`config.mk`:
```
export PLATFORM = sky130hd
export DESIGN_NAME = arbitro_memoria_flat
export DESIGN_NICKNAME = d
export VERILOG_FILES = /design/src/rtl/arbitro_memoria_if.sv /design/src/rtl/arbitro_memoria.sv /design/src/flat_wrapper.sv
export SDC_FILE = /design/constraint.sdc
export NUM_CORES = 1
export LEC_CHECK = 0
export BUFFER_PORTS_ARGS = -buffer_cell sky130_fd_sc_hd__buf_2
export CAP_MARGIN = 40
export CELL_PAD_IN_SITES_DETAIL_PLACEMENT = 0
export CELL_PAD_IN_SITES_GLOBAL_PLACEMENT = 1
export CORE_MARGIN = 3
export CORE_UTILIZATION = 34
export DETAILED_ROUTE_END_ITERATION = 12
export GPL_ROUTABILITY_DRIVEN = 1
export GPL_TIMING_DRIVEN = 0
export PLACE_DENSITY = 0.95
export SYNTH_ARGS = -nofsm -noshare
export SYNTH_HDL_FRONTEND = slang
export SYNTH_SLANG_ARGS = --single-unit
```
`constraint.sdc`:
```
create_clock -name clk -period 3.15 [get_ports clk]
set_clock_uncertainty 0.1 [all_clocks]
set_input_delay 0.945 -clock clk [delete_from_list [all_inputs] [get_ports clk]]
set_output_delay 0.945 -clock clk [all_outputs]
set_load 0.01 [all_outputs]
```
`src/rtl/arbitro_memoria_if.sv`:
```
// Request/grant bus shared by the fetch path, the load/store path and the
// single-port memory. The arbiter takes the slave view; requesters and the
// memory model drive from the master view.
interface arbitro_memoria_if #(
   parameter int ADDR_W = 8,
   parameter int DATA_W = 16
);
   logic              busca_req;
   logic [ADDR_W-1:0] busca_end;
   logic              busca_gnt;
   logic              busca_valid;
   logic [DATA_W-1:0] busca_dado;

   logic              dados_req;
   logic              dados_we;
   logic [ADDR_W-1:0] dados_end;
   logic [DATA_W-1:0] dados_wdata;
   logic              dados_gnt;
   logic              dados_valid;
   logic [DATA_W-1:0] dados_rdata;

   logic              mem_en;
   logic              mem_we;
   logic [ADDR_W-1:0] mem_addr;
   logic [DATA_W-1:0] mem_wdata;
   logic [DATA_W-1:0] mem_rdata;

   modport slave (
      input  busca_req, busca_end,
      input  dados_req, dados_we, dados_end, dados_wdata,
      input  mem_rdata,
      output busca_gnt, busca_valid, busca_dado,
      output dados_gnt, dados_valid, dados_rdata,
      output mem_en, mem_we, mem_addr, mem_wdata
   );

   modport master (
      output busca_req, busca_end,
      output dados_req, dados_we, dados_end, dados_wdata,
      output mem_rdata,
      input  busca_gnt, busca_valid, busca_dado,
      input  dados_gnt, dados_valid, dados_rdata,
      input  mem_en, mem_we, mem_addr, mem_wdata
   );
endinterface

```
`src/rtl/arbitro_memoria.sv`:
```
// Arbiter/sequencer for the unified single-port memory. Load/store (dados)
// wins over fetch (busca) until MAX_SEQ consecutive dados grants have been
// given while fetch waits; then fetch gets one slot. One access in flight.
module arbitro_memoria #(
   parameter int ADDR_W  = 8,
   parameter int DATA_W  = 16,
   parameter int MEM_LAT = 2,
   parameter int MAX_SEQ = 3
) (
   input logic                clk,
   input logic                rst_n,
   arbitro_memoria_if.slave   bus
);
   typedef enum logic [1:0] {LIVRE, ESPERA, ENTREGA} estado_t;

   localparam logic [2:0] CNT_INI = 3'(MEM_LAT - 1);
   localparam logic [2:0] SEQ_LIM = 3'(MAX_SEQ);

   estado_t           estado_q;
   logic [2:0]        cnt_q;
   logic [2:0]        seq_q;
   logic              dono_q;      // 1 = outstanding read belongs to dados
   logic              busca_valid_q;
   logic              dados_valid_q;
   logic [DATA_W-1:0] busca_dado_q;
   logic [DATA_W-1:0] dados_rdata_q;

   logic              arb_ok;
   logic              dados_win;
   logic              busca_win;

   // Winner selection; gated by reset so no grant leaks out while in reset.
   always_comb begin
      arb_ok    = rst_n && (estado_q != ESPERA);
      dados_win = arb_ok && bus.dados_req &&
                  !((seq_q == SEQ_LIM) && bus.busca_req);
      busca_win = arb_ok && bus.busca_req && !dados_win;
   end

   assign bus.busca_gnt   = busca_win;
   assign bus.dados_gnt   = dados_win;
   assign bus.mem_en      = busca_win | dados_win;
   assign bus.mem_we      = dados_win & bus.dados_we;
   assign bus.mem_addr    = dados_win ? bus.dados_end :
                            busca_win ? bus.busca_end : '0;
   assign bus.mem_wdata   = (dados_win && bus.dados_we) ? bus.dados_wdata : '0;
   assign bus.busca_valid = busca_valid_q;
   assign bus.dados_valid = dados_valid_q;
   assign bus.busca_dado  = busca_dado_q;
   assign bus.dados_rdata = dados_rdata_q;

   // Sequencer FSM: latency tracking, read data capture, valid pulses, fairness counter.
   always_ff @(posedge clk) begin
      if (!rst_n) begin
         estado_q      <= LIVRE;
         cnt_q         <= '0;
         seq_q         <= '0;
         dono_q        <= 1'b0;
         busca_valid_q <= 1'b0;
         dados_valid_q <= 1'b0;
         busca_dado_q  <= '0;
         dados_rdata_q <= '0;
      end else begin
         busca_valid_q <= 1'b0;
         dados_valid_q <= 1'b0;

         // Fairness: count dados grants only while fetch is actually waiting.
         if (!bus.busca_req || busca_win)
            seq_q <= '0;
         else if (dados_win && (seq_q != SEQ_LIM))
            seq_q <= seq_q + 3'd1;

         case (estado_q)
            ESPERA: begin
               if (cnt_q == 3'd0) begin
                  if (dono_q) begin
                     dados_rdata_q <= bus.mem_rdata;
                     dados_valid_q <= 1'b1;
                  end else begin
                     busca_dado_q  <= bus.mem_rdata;
                     busca_valid_q <= 1'b1;
                  end
                  estado_q <= ENTREGA;
               end else begin
                  cnt_q <= cnt_q - 3'd1;
               end
            end
            default: begin
               // LIVRE and ENTREGA both arbitrate; ENTREGA overlaps the next grant.
               if (dados_win && bus.dados_we) begin
                  dados_valid_q <= 1'b1;
                  estado_q      <= LIVRE;
               end else if (dados_win || busca_win) begin
                  estado_q <= ESPERA;
                  cnt_q    <= CNT_INI;
                  dono_q   <= dados_win;
               end else begin
                  estado_q <= LIVRE;
               end
            end
         endcase
      end
   end
endmodule

```
`src/flat_wrapper.sv`:
```
// flat-port wrapper written by rule: the top's interface ports become plain ports
module arbitro_memoria_flat 
#(
   parameter int ADDR_W  = 8,
   parameter int DATA_W  = 16,
   parameter int MEM_LAT = 2,
   parameter int MAX_SEQ = 3
)
  (clk, rst_n, bus_busca_req, bus_busca_end, bus_dados_req, bus_dados_we, bus_dados_end, bus_dados_wdata, bus_mem_rdata, bus_busca_gnt, bus_busca_valid, bus_busca_dado, bus_dados_gnt, bus_dados_valid, bus_dados_rdata, bus_mem_en, bus_mem_we, bus_mem_addr, bus_mem_wdata);
  arbitro_memoria_if #(.ADDR_W(ADDR_W), .DATA_W(DATA_W)) bus_i ();
  input logic clk;
  input logic rst_n;
  input wire logic [$bits(bus_i.busca_req)-1:0] bus_busca_req;
  input wire logic [$bits(bus_i.busca_end)-1:0] bus_busca_end;
  input wire logic [$bits(bus_i.dados_req)-1:0] bus_dados_req;
  input wire logic [$bits(bus_i.dados_we)-1:0] bus_dados_we;
  input wire logic [$bits(bus_i.dados_end)-1:0] bus_dados_end;
  input wire logic [$bits(bus_i.dados_wdata)-1:0] bus_dados_wdata;
  input wire logic [$bits(bus_i.mem_rdata)-1:0] bus_mem_rdata;
  output wire logic [$bits(bus_i.busca_gnt)-1:0] bus_busca_gnt;
  output wire logic [$bits(bus_i.busca_valid)-1:0] bus_busca_valid;
  output wire logic [$bits(bus_i.busca_dado)-1:0] bus_busca_dado;
  output wire logic [$bits(bus_i.dados_gnt)-1:0] bus_dados_gnt;
  output wire logic [$bits(bus_i.dados_valid)-1:0] bus_dados_valid;
  output wire logic [$bits(bus_i.dados_rdata)-1:0] bus_dados_rdata;
  output wire logic [$bits(bus_i.mem_en)-1:0] bus_mem_en;
  output wire logic [$bits(bus_i.mem_we)-1:0] bus_mem_we;
  output wire logic [$bits(bus_i.mem_addr)-1:0] bus_mem_addr;
  output wire logic [$bits(bus_i.mem_wdata)-1:0] bus_mem_wdata;
  assign bus_i.busca_req = bus_busca_req;
  assign bus_i.busca_end = bus_busca_end;
  assign bus_i.dados_req = bus_dados_req;
  assign bus_i.dados_we = bus_dados_we;
  assign bus_i.dados_end = bus_dados_end;
  assign bus_i.dados_wdata = bus_dados_wdata;
  assign bus_i.mem_rdata = bus_mem_rdata;
  assign bus_busca_gnt = bus_i.busca_gnt;
  assign bus_busca_valid = bus_i.busca_valid;
  assign bus_busca_dado = bus_i.busca_dado;
  assign bus_dados_gnt = bus_i.dados_gnt;
  assign bus_dados_valid = bus_i.dados_valid;
  assign bus_dados_rdata = bus_i.dados_rdata;
  assign bus_mem_en = bus_i.mem_en;
  assign bus_mem_we = bus_i.mem_we;
  assign bus_mem_addr = bus_i.mem_addr;
  assign bus_mem_wdata = bus_i.mem_wdata;
  arbitro_memoria #(.ADDR_W(ADDR_W), .DATA_W(DATA_W), .MEM_LAT(MEM_LAT), .MAX_SEQ(MAX_SEQ)) u_core (.clk(clk), .rst_n(rst_n), .bus(bus_i));
endmodule
```
## After elaboration in Yosys (flattened, before gate mapping)

Index checks and enable logic that the tools add are counted.

| storage, ports and cells | value |
|---|---|
| register bits | 43 |
| input port bits | 53 |
| output and inout port bits | 62 |
| logic and storage cells | 60 |

| operators by class | value |
|---|---|
| add/subtract/negate cells | 2 |
| equality and inequality tests | 7 |
| mux-type cells | 16 |
| bitwise gates (word level) | 6 |
| reductions and logical operators | 21 |

Operators by type and width:

| cell | number |
|---|---|
| $mux W16 | 1 |
| $mux W8 | 2 |
| $reduce_and A3 Y1 | 5 |
| $mux W3 | 4 |
| $logic_and A1 B1 Y1 | 8 |
| $mux W1 | 6 |
| $mux W2 | 3 |
| $ne A2 B1 Y1 const B | 2 |
| $ne A2 B2 Y1 const B | 2 |
| $not A1 Y1 | 4 |
| $add A3 B1 Y3 const B | 1 |
| $eq A3 B2 Y1 const B | 1 |
| $logic_not A1 Y1 | 3 |
| $logic_not A3 Y1 | 1 |
| $ne A3 B2 Y1 const B | 1 |
| $sub A3 B1 Y3 const B | 1 |
| $eq A2 B1 Y1 const B | 1 |
| $logic_or A1 B1 Y1 | 2 |
| $reduce_bool A2 Y1 | 1 |
| $reduce_or A2 Y1 | 1 |
| $and A1 B1 Y1 | 1 |
| $or A1 B1 Y1 | 1 |

## Depth between registers and ports, before layout

Gate-level depths: netlist of the first run.

| depth | value |
|---|---|
| depth after elaboration | 10 |
| mapped depth | 7 |
| depth with buffers taken out | 5 |

## Worst setup path after synthesis of the first run

Ideal clock, no wire load.

| timing path | value |
|---|---|
| path kind | input-to-output |
| start | input bus_dados_we |
| end | output bus_mem_wdata[10] |
| data arrival time | 1.763 ns |
| data required time | 2.105 ns |
| setup slack | 0.342 ns |
| stages | 4 |
| path through | inv_1 > a2111oi_4 > buf_6 > and2_2 |

| between the ends | value |
|---|---|
| longest elaborated chain between the ends | 2 |

RTL lines:

| item | line | RTL |
|---|---|---|
| start, declared | flat_wrapper.sv:16 | `input wire logic [$bits(bus_i.dados_we)-1:0] bus_dados_we;` |
| $logic_and A1 B1 Y1 | arbitro_memoria.sv:46 | `assign bus.mem_wdata = (dados_win && bus.dados_we) ? bus.dados_wdata : '0;` |
| $mux W16 | arbitro_memoria.sv:46 |  |
| end, declared | flat_wrapper.sv:29 | `output wire logic [$bits(bus_i.mem_wdata)-1:0] bus_mem_wdata;` |

Every way passes these cells.

## Worst setup path after layout of the first run

| timing path | value |
|---|---|
| start | input bus_busca_req |
| end | output bus_mem_wdata[1] |

| between the ends | value |
|---|---|
| longest elaborated chain between the ends | 5 |

RTL lines:

| item | line | RTL |
|---|---|---|
| start, declared | flat_wrapper.sv:13 | `input wire logic [$bits(bus_i.busca_req)-1:0] bus_busca_req;` |
| $logic_and A1 B1 Y1 | arbitro_memoria.sv:36 | `!((seq_q == SEQ_LIM) && bus.busca_req);` |
| $logic_not A1 Y1 | arbitro_memoria.sv:36 |  |
| $logic_and A1 B1 Y1 | arbitro_memoria.sv:35 | `dados_win = arb_ok && bus.dados_req &&` |
| $logic_and A1 B1 Y1 | arbitro_memoria.sv:46 |  |
| $mux W16 | arbitro_memoria.sv:46 |  |

Every way passes these cells.

==> out/results.tsv, run 1 <==
stage	metric	value	unit
die	dieArea	0.00693	mm2
synth	synth_top_cell_by_area	dfxtp_1	
synth	synthTopCellsByArea	dfxtp_1 42%, mux2i_1 16%, nand2_1 9.8%, and2_2 5.9%, a22o_1 3.5%	
synth	syn_area_per_cell	9.71	um2
detailed_routing	vias	1886	
synth	ys_async_sr_fraction	0	%
timing	fmaxAchievable	0.332	GHz
critical_path	r2r_end	u_core.cnt_q[1]	
detailed_routing	wl	5.08	mm
finish	fin_cells	405	
flow_run	cap_violations	0	
power_and_ir_drop	ir_drop	0.276	mV
critical_path	reg2reg_slack	1.17	ns
synth	synthCells	209	
worst_hold_path	hold_path.class	reg2reg	
clock_network	clk_latency	0.28	ns
timing	setup_viol	0	
synth	synth.most_common_cell	nand2_1	
die	row_count	27	
timing	worst_pin_slew	0.541	ns
detailed_routing	route.detailed.wl_per_inst	12.6	um
outcome	outcome	finished clean	
placement	dpl.cell_count	395	
synth	synth.cell_area	0.00203	mm2
clock_network	clock_sinks	43	
timing	finalCritPeriodShare	95.6	%
global_routing	grt_pass1_vias	1839	
die	die_w	83.3	um
clock_network	numCtsBuffers	5	
critical_path	cp_slowest_cell	a2111oi_4	
clock_network	cts_resized	0	
global_routing	antenna_found_initial	0	
critical_path	cp_common_cell	buf_2	
die	io_pins	115	
critical_path	crit_type	in2out	
timing	relSlewSlack	63.7	%
finish	final_cell_area	0.00285	mm2
critical_path	cpPeakStageDelay	0.41	ns
timing	rsz0062_at_grt	false	
finish	flow.area_growth_from_synthesis	40.4	%
synth	synth_nets	266	
critical_path	crit_path_max_fanout	8	
synth	synth_top_cell_area_share	42.4	%
power_and_ir_drop	power.leakage	1.48	nW
placement	dp_hpwl	4.00	mm
global_routing	overflow	0	
critical_path	r2r_cells	5	
clock_network	clockBufferDepth	2	
die	fp.coreArea	0.00564	mm2
detailed_routing	drtAntennaViolNets	0	
critical_path	crit_chain	buf_2 > a2111oi_4 > buf_4 > and2_2 > buf_2	
timing	hold_slack	0.358	ns
timing	period_needed	3.01	ns
finish	finalCoreUtilization	50.5	%
detailed_routing	vias_per_cell	4.66	
clock_network	clkSlewWorstSetupHoldPaths	0.07	ns
placement	io_buffers	114	
placement	place_area	0.00269	mm2
detailed_routing	first_iter_violations	61	
finish	layout.nets	389	
synth	synth_top_cells_by_count	53 x nand2_1, 43 x dfxtp_1, 33 x mux2i_1, 16 x and2_2, 8 x a22o_1	
critical_path	crit_end	bus_mem_wdata[1]	
detailed_routing	drc	0	
critical_path	setup.worst_path.start	bus_busca_req	
die	start_util	36.0	%
synth	synth-edff-count	0	
critical_path	arrival	1.97	ns
placement	gp_congestion	0.728	
finish	diodes	0	
detailed_routing	drt_first_pass_iters	4	
timing	hold_violations	0	
synth	ys_seq_area_share	42.4	%
critical_path	cp.required	2.10	ns
power_and_ir_drop	power_density	489	mW/mm2
clock_network	htree_levels	2	
synth	synth.distinct_cells	37	
synth	ys.flop_type	dfxtp_1	
global_routing	grt_max_degree	14	
critical_path	r2r_start	u_core.seq_q[0]	
clock_network	cts_root_buffer	clkbuf_8	
synth	yosysWarningCount	0	
critical_path	cp-start-kind	input pin	
synth	ys_ff_latch	43	
finish	drive_above_1_share	46.2	%
critical_path	end_kind	output pin	
die	die_h	83.3	um
timing	slew_viol_final	0	
global_routing	grt_pass1_wl	8.32	mm
global_routing	grt.total_usage	14.2	%
clock_network	cts_tree	built	
[where the power goes]
part / leakage, nW / internal, W / switching, W
sequential: 0.349 / 0.000581 / 0.0000237
clock: 0.0654 / 0.000317 / 0.000176
combinational: 1.06 / 0.000145 / 0.000151
total: 1.48 / 0.00104 / 0.000351
[registers in the layout, indices dropped and copies added (netlist names)]
signal                  cells
u_core.bus.dados_rdata     16
u_core.estado_q             2
u_core.cnt_q                3
u_core.bus.busca_valid      1
u_core.seq_q                3
u_core.bus.busca_dado      16
u_core.bus.dados_valid      1
u_core.dono_q               1
[per-layer routing]
| layer | up-vias | wire (um) | global-route usage (%) |
|---|---|---|---|
| met5 | - | 0 | 0 |
| met4 | 0 | 9 | 2.08 |
| met3 | 2 | 407 | 5.06 |
| met2 | 71 | 2460 | 24.9 |
| met1 | 856 | 2210 | 16.9 |
| li1 | 957 | - | - |
[worst min path at each step]
stage,from,endpoint,slack (ns),cells past startpoint
global route,u_core.bus.busca_dado[14],u_core.bus.busca_dado[14],0.37,2
CTS,u_core.seq_q[2],u_core.seq_q[2],0.36,2
floorplan,u_core.seq_q[2],u_core.seq_q[2],0.33,2
detailed placement,u_core.seq_q[2],u_core.seq_q[2],0.35,2
finish,u_core.bus.busca_dado[14],u_core.bus.busca_dado[14],0.36,2
global placement,u_core.seq_q[2],u_core.seq_q[2],0.34,2
[layout make-up]
type	count	area, um2
plain buffers	11	75.1
multi-input cells	150	1070
fillers	555	2790
clock buffers	6	72.6
clock inverters	2	60.1
flip-flops and latches	43	861
well taps	72	90.1
inverters	5	18.8
repair buffers	116	598
[placed cells by master, fill, tap and decap left out, types with 2 or more instances in the layout]
| master | synthesis | layout |
|---|---|---|
| a21oi_1 | 3 | 3 |
| ha_1 | 4 | 4 |
| a22o_1 | 8 | 8 |
| nor2b_1 | 4 | 4 |
| clkbuf_1 | 6 | 7 |
| and2_1 | 2 | 2 |
| mux2i_1 | 33 | 33 |
| nor2_1 | 2 | 2 |
| and2_2 | 16 | 16 |
| a211oi_1 | 2 | 2 |
| inv_1 | 5 | 5 |
| bufinv_16 | 0 | 2 |
| buf_2 | 0 | 114 |
| buf_4 | 1 | 2 |
| dfxtp_1 | 43 | 43 |
| nand2_1 | 53 | 53 |
| clkbuf_8 | 0 | 5 |
| or3_2 | 2 | 2 |
| buf_6 | 4 | 4 |
[logic make-up (layout without fill, tap and decap cells)]
kind of cell             Yosys count  count (layout)  synth area share, %
multiplexers                      33              33                 16.3
AND/OR/NAND/NOR                   91              91                 24.2
adder cells (fa/ha/maj)            4               4                 2.47
flip-flops                        43              43                 42.4
AO/OA/AOI/OAI                     22              22                 10.1
buffers and inverters             16             140                 4.62
[critical path, delay by kind of cell]
kind / cells / cell delay, ns
and+or+nand+nor: 1 / 0.14
AOI/OAI and AO/OA: 1 / 0.41
buffers and inverters: 3 / 0.47
[what timing repair did]
item | in CTS | in global routing
pin swaps | 1 | 2
hold buffers | 0 | 0
endpoints found under the setup margin | 8 | 18
setup buffers | 1 | 1
[metrics by stage]
| step | setup WS [ns] | power [W] | setup TNS (ns) |
|---|---|---|---|
| final | 0.139 | 0.00140 | 0 |
| after global routing | 0.0158 | 0.00147 | 0 |
| after CTS | 0.0824 | 0.00141 | 0 |
| after detailed placement | -0.00486 | 0.000914 | -0.00613 |
| after global placement | 0.0128 | 0.000905 | 0 |
| after floorplan | 0.342 | 0.000802 | 0 |
(Power assumes the default switching activity.)
==> run 2: changes to the inputs <==
Settings changed: BUFFER_PORTS_ARGS -buffer_cell sky130_fd_sc_hd__buf_2 to default, CORE_UTILIZATION 34 to 40, DONT_BUFFER_PORTS from default to 1, PLACE_DENSITY 0.95 to 0.81.
==> run 2 against run 1 <==
Net effect:
- setup slack gained 0.043 ns
- cell count shrank 30%
- design area shrank 22%
- register-to-register slack gained 0.05 ns
- power shrank 10%
- wire length shrank 15%
- sequential cell count is the same
- critical endpoint is now bus_mem_wdata[9]
==> out/results.tsv, run 2 (synthesized netlist as in run 1, its figures left out) <==
stage	metric	value	unit	change
critical_path	crit_path_max_fanout	10		+2
critical_path	worst-path-stages	6		+1
global_routing	grt_max_degree	15		+1
clock_network	cts_resized	0		unchanged
critical_path	arrival	1.92	ns	-0.05 ns
critical_path	cp-start-kind	register		
die	die_w	77.2	um	-7.2%
die	fp.coreArea	0.00482	mm2	-15%
detailed_routing	drtAntennaViolNets	0		unchanged
timing	fmaxAchievable	0.337	GHz	+1.4%
die	dieArea	0.00596	mm2	-14%
die	io_pins	115		unchanged
critical_path	cp_common_cell	ha_1		
clock_network	htree_levels	2		unchanged
critical_path	cp.required	2.10	ns	about the same
finish	drive_above_1_share	18.3	%	-28 points
timing	timing.setup.tns	0	ns	unchanged
finish	final_common_cell	nand2_1		
critical_path	r2r_cells	5		unchanged
timing	worst_pin_slew	0.556	ns	+0.0151 ns
timing	rsz0062_at_grt	false		
placement	place_ws	0.236	ns	+0.241 ns
die	row_count	25		-7.4%
worst_hold_path	hold_path_depth	2		unchanged
placement	place_area	0.00211	mm2	-21%
global_routing	antenna_found_initial	0		unchanged
critical_path	setup.worst_path.start	u_core.seq_q[0]		
finish	final_cell_mix	53 x nand2_1, 43 x dfxtp_1, 33 x mux2i_1, 16 x and2_2, 8 x a22o_1		
detailed_routing	vias	1461		-23%
detailed_routing	drc	0		unchanged
timing	relSlewSlack	62.7	%	-1.0 points
power_and_ir_drop	power_density	559	mW/mm2	+14%
global_routing	grt_pass1_wl	6.96	mm	-16%
clock_network	numCtsBuffers	5		unchanged
critical_path	crit_chain	ha_1 > ha_1 > a2111oi_4 > buf_4 > buf_6 > and2_2		
critical_path	cp_slowest_cell	a2111oi_4		
critical_path	cpPeakStageDelay	0.36	ns	-0.05 ns
placement	dp_hpwl	3.27	mm	-18%
timing	layout_setup_ws	0.182	ns	+0.0425 ns
critical_path	cp_top_family	adder cells		
clock_network	clkSlewWorstSetupHoldPaths	0.07	ns	about the same
timing	hold_violations	0		unchanged
placement	io_buffers	0		-100%
finish	finalCoreUtilization	46.4	%	-4.2 points
clock_network	clock_sinks	43		unchanged
timing	finalCritPeriodShare	94.2	%	-1.4 points
finish	fill_cells	484		-13%
die	die_h	77.2	um	-7.2%
clock_network	clockBufferDepth	2		unchanged
placement	gp_congestion	0.801		+10%
finish	layout.nets	274		-30%
detailed_routing	wl	4.30	mm	-15%
outcome	outcome	finished clean		
clock_network	clk_latency	0.29	ns	about the same
power_and_ir_drop	ir_drop	0.271	mV	-1.7%
detailed_routing	drt_first_pass_iters	4		unchanged
detailed_routing	route.detailed.wl_per_inst	15.1	um	+20%
timing	slew_viol_final	0		unchanged
worst_hold_path	hold_path.class	reg2reg		
global_routing	grt_pass1_vias	1471		-20%
flow_run	cap_violations	0		unchanged
critical_path	cp.buffers_inverters	2		-1
critical_path	r2r_end	u_core.cnt_q[1]		
clock_network	cts_tree	built		
critical_path	reg2reg_slack	1.22	ns	+0.05 ns
timing	setup_viol	0		unchanged
power_and_ir_drop	power.leakage	0.924	nW	-38%
power_and_ir_drop	total_power	0.00125	W	-10%
finish	diodes	0		unchanged
critical_path	crit_type	reg2out		
global_routing	grt.total_usage	14.2	%	+0.061 points
die	start_util	42.1	%	+6.2 points
clock_network	cts_root_buffer	clkbuf_8		
detailed_routing	vias_per_cell	5.13		+10%
detailed_routing	first_iter_violations	37		-39%
finish	final_cell_area	0.00223	mm2	-22%
critical_path	r2r_start	u_core.seq_q[0]		
critical_path	end_kind	output pin		
global_routing	overflow	0		unchanged
critical_path	crit_end	bus_mem_wdata[9]		
finish	flow.area_growth_from_synthesis	10.0	%	
timing	period_needed	2.97	ns	-0.0425 ns
[run 2: repair_timing]
action                     4_1_cts  5_1_grt
setup endpoints to repair        0        8
buffers inserted                 0        1
hold buffers                     0        0
[run 2: through the flow]
step                cells  hold slack [ns]
finish                285            0.356
global placement      276            0.342
global route          285            0.398
CTS                   284            0.363
detailed placement    276            0.352
floorplan             209            0.332
[run 2: cell type report]
type | count | area (um2) | share of cell area [%]
timing repair buffer | 1 | 7.51 | 0.336
tap | 67 | 83.8 | 3.75
clock buffer | 5 | 68.8 | 3.08
multi-input combinational | 150 | 1070 | 48.1
clock inverter | 3 | 43.8 | 1.96
buffer | 11 | 75.1 | 3.36
sequential | 43 | 861 | 38.5
inverter | 5 | 18.8 | 0.840
[run 2: worst min path at each step]
| stage | to | slack, ns | from |
|---|---|---|---|
| floorplan | u_core.seq_q[2] | 0.33 | u_core.seq_q[2] |
| global placement | u_core.seq_q[2] | 0.34 | u_core.seq_q[2] |
| detailed placement | u_core.seq_q[1] | 0.35 | u_core.seq_q[1] |
| CTS | u_core.seq_q[2] | 0.36 | u_core.seq_q[2] |
| global route | u_core.seq_q[2] | 0.40 | u_core.seq_q[2] |
| finish | u_core.seq_q[2] | 0.36 | u_core.seq_q[2] |
[run 2: power by group]
group          switching (W)  internal, W  leakage (nW)
Combinational       0.000112    0.0000935         0.516
Clock               0.000186     0.000236        0.0581
Sequential         0.0000403     0.000582         0.349
[run 2: worst reg2reg max path, delay by kind of cell, from the launching register on]
family          cells  cell delay, ns
compound gates      2            0.77
fa+ha+maj           2            0.46
flops               1            0.33
simple gates        1            0.23
[run 2: routing by layer]
layer / vias up / GRT usage (%) / wire (um)
met3: 5 / 4.93 / 329
met5: - / 0 / 0
met4: 0 / 4.27 / 40
met2: 53 / 22.4 / 2040
li1: 725 / - / -
met1: 678 / 18.3 / 1880
==> run 3: changes to the inputs <==
--- a/config.mk
+++ b/config.mk
@@ -16,4 +16,5 @@
 export GPL_TIMING_DRIVEN = 0
 export PLACE_DENSITY = 0.81
+export REMOVE_ABC_BUFFERS = 1
 export SYNTH_ARGS = -nofsm -noshare
 export SYNTH_HDL_FRONTEND = slang
--- a/constraint.sdc
+++ b/constraint.sdc
@@ -3,3 +3,3 @@
 set_input_delay 0.945 -clock clk [delete_from_list [all_inputs] [get_ports clk]]
 set_output_delay 0.945 -clock clk [all_outputs]
-set_load 0.01 [all_outputs]
+set_load 0.05 [all_outputs]
==> run 3 against run 2 <==
Net effect:
- sequential share of layout area down 1.0 points
- hold slack better by 0.00078 ns
- wire length rose by 2.4%
- sequential cell count unchanged
- cell count fell by 1.1%
- maximum frequency down 4.7%
- first-iteration DRC count rose by 46%
- sequential power is 13% higher
- non-clock buffer count down 5
- via count grew 2.1%
- power increased by 3.1%
- register-to-register slack improved by 0.07 ns
- largest power group unchanged
- highest routed layer unchanged
==> out/results.tsv, run 3 (synthesized netlist as in run 1, its figures left out) <==
stage	metric	value	unit	change
timing	slew_viol_final	0		unchanged
power_and_ir_drop	internal_power	0.000834	W	-8.5%
clock_network	clk_latency	0.28	ns	about the same
critical_path	cp-start-kind	register		
flow_run	cap_violations	0		unchanged
clock_network	numCtsBuffers	5		unchanged
detailed_routing	highest_layer	met4		
placement	io_buffers	0		unchanged
die	fp.coreArea	0.00482	mm2	unchanged
global_routing	grt_pass1_vias	1470		-0.068%
clock_network	htree_levels	2		unchanged
critical_path	crit_path_max_fanout	6		-4
global_routing	overflow	0		unchanged
detailed_routing	dr_wl_met3	417	um	+27%
placement	dp_hpwl	3.08	mm	-5.6%
die	io_pins	115		unchanged
detailed_routing	drt_first_pass_iters	4		unchanged
power_and_ir_drop	ir_drop	0.405	mV	+50%
clock_network	cts_root_buffer	clkbuf_8		
die	die_h	77.2	um	unchanged
timing	setup_viol	0		unchanged
clock_network	clkSlewWorstSetupHoldPaths	0.07	ns	about the same
critical_path	cp.required	2.10	ns	about the same
worst_hold_path	hold_path.class	reg2reg		
finish	final_cell_area	0.00230	mm2	+3.1%
die	dieArea	0.00596	mm2	unchanged
outcome	outcome	finished clean		
timing	rsz0062_at_grt	true		
finish	flow.area_growth_from_synthesis	13.4	%	
detailed_routing	vias	1492		+2.1%
detailed_routing	dr_wl_met2	2.09	mm	+2.4%
finish	layout.nets	271		-1.1%
die	row_count	25		unchanged
placement	place_area	0.00208	mm2	-1.4%
power_and_ir_drop	seq_power_share	54.6	%	+4.8 points
detailed_routing	wl	4.40	mm	+2.4%
timing	hold_violations	0		unchanged
timing	fmaxAchievable	0.321	GHz	-4.7%
detailed_routing	first_iter_violations	54		+46%
power_and_ir_drop	power.switching	0.000454	W	+34%
finish	finalCoreUtilization	47.8	%	+1.4 points
clock_network	clock_sinks	43		unchanged
finish	fin_cells	282		-1.1%
clock_network	cts_tree	built		
power_and_ir_drop	power_frac_clock	25.6	%	-8.2 points
power_and_ir_drop	p_comb_share	19.8	%	+3.4 points
finish	drive_above_1_share	25.1	%	+6.8 points
global_routing	grt.total_usage	14.6	%	+0.40 points
global_routing	grt_max_degree	59		+44
die	die_w	77.2	um	unchanged
global_routing	antenna_found_initial	0		unchanged
finish	diodes	0		unchanged
detailed_routing	drc	0		unchanged
global_routing	grt_pass1_wl	7.09	mm	+1.9%
timing	worst_pin_slew	0.861	ns	+0.305 ns
clock_network	clockBufferDepth	2		unchanged
placement	dpl.cell_count	269		-2.5%
timing	hold_slack	0.357	ns	+0.000779 ns
critical_path	arrival	2.07	ns	+0.15 ns
die	start_util	42.1	%	unchanged
finish	final_common_cell	nand2_1		
critical_path	crit_type	reg2out		
power_and_ir_drop	switching_share	35.2	%	+8.2 points
placement	gp_congestion	0.737		-7.9%
power_and_ir_drop	power_density	559	mW/mm2	about the same
critical_path	end_kind	output pin		
finish	final_cell_mix	51 x nand2_1, 41 x dfxtp_1, 33 x mux2i_1, 16 x and2_2		
timing	relSlewSlack	42.4	%	-20 points
detailed_routing	wirelength_met1	1.86	mm	-1.4%
timing	period_needed	3.12	ns	+0.148 ns
detailed_routing	route.detailed.wl_per_inst	15.6	um	+3.4%
power_and_ir_drop	power.leakage	0.949	nW	+2.7%
timing	finalCritPeriodShare	98.9	%	+4.7 points
detailed_routing	drtAntennaViolNets	0		unchanged
detailed_routing	vias_per_cell	5.29		+3.2%
==> run 3: cell types whose count changed in the layout (fill, tap and decap cells not counted), sizes merged <==
cell / previous run / this run
a211oi: 3 / 4
buf: 6 / 7
bufinv: 1 / 0
clkbuf: 11 / 6
clkinv: 2 / 1
clkinvlp: 0 / 1
nor3: 2 / 3
==> run 3: final cells by class <==
type                    instances  area (um2)
clock buffers                   6        72.6
clock inverters                 2        12.5
fillers                       471        2510
inverters                       5        18.8
multi-input cells             152        1180
flip-flops and latches         43         863
well taps                      67        83.8
repair buffers                  7        67.6
==> run 3: worst paths after layout <==
check                                      from               to  slack [ns]  depth (start not counted)
worst max-delay path            u_core.seq_q[0]  bus_mem_addr[6]        0.03                          4
worst min-delay path            u_core.seq_q[2]  u_core.seq_q[2]        0.36                          2
worst max register to register  u_core.seq_q[0]  u_core.cnt_q[1]        1.29                          5
worst min register to register  u_core.seq_q[2]  u_core.seq_q[2]        0.36                          2
==> run 3: what timing repair did <==
item / 4_1_cts / 5_1_grt
hold buffers: 0 / 0
buffers inserted: 2 / 1
resized for setup: 18 / 3
endpoints found under the hold margin: 0 / 0
pin swaps: 8 / 4
endpoints found under the setup margin: 19 / 5
cloned: 2 / 0
==> run 3: through the flow <==
step / setup slack [ns] / TNS [ns] / total power, W
floorplan: -0.324 / -6.57 / 0.000912
global placement: -0.467 / -9.39 / 0.000944
detailed placement: -0.272 / -2.26 / 0.000958
CTS: 0.00714 / 0 / 0.00131
global route: -0.0244 / -0.115 / 0.00136
finish: 0.0339 / 0 / 0.00129
==> run 3: per-layer routing <==
metal,GRT usage [%],up-vias
li1,-,723
met4,3.74,0
met2,24.9,74
met1,17.5,690
met3,5.16,5
met5,0,-
==> run 3: power by group through the flow <==
stage          logic [W]  registers (W)  clock network (W)
3_5_place_dp    0.000243       0.000715                  0
2_1_floorplan   0.000205       0.000707                  0
5_1_grt         0.000278       0.000709           0.000371
4_1_cts         0.000256       0.000704           0.000350
6_report        0.000255       0.000703           0.000330
3_3_place_gp    0.000229       0.000716                  0
==> run 3: critical path: stages, from the launching register on <==
cell and delay, ns:
dfxtp_2 0.34, ha_4 0.16, ha_4 0.19, a211oi_4 0.75, a22o_4 0.35
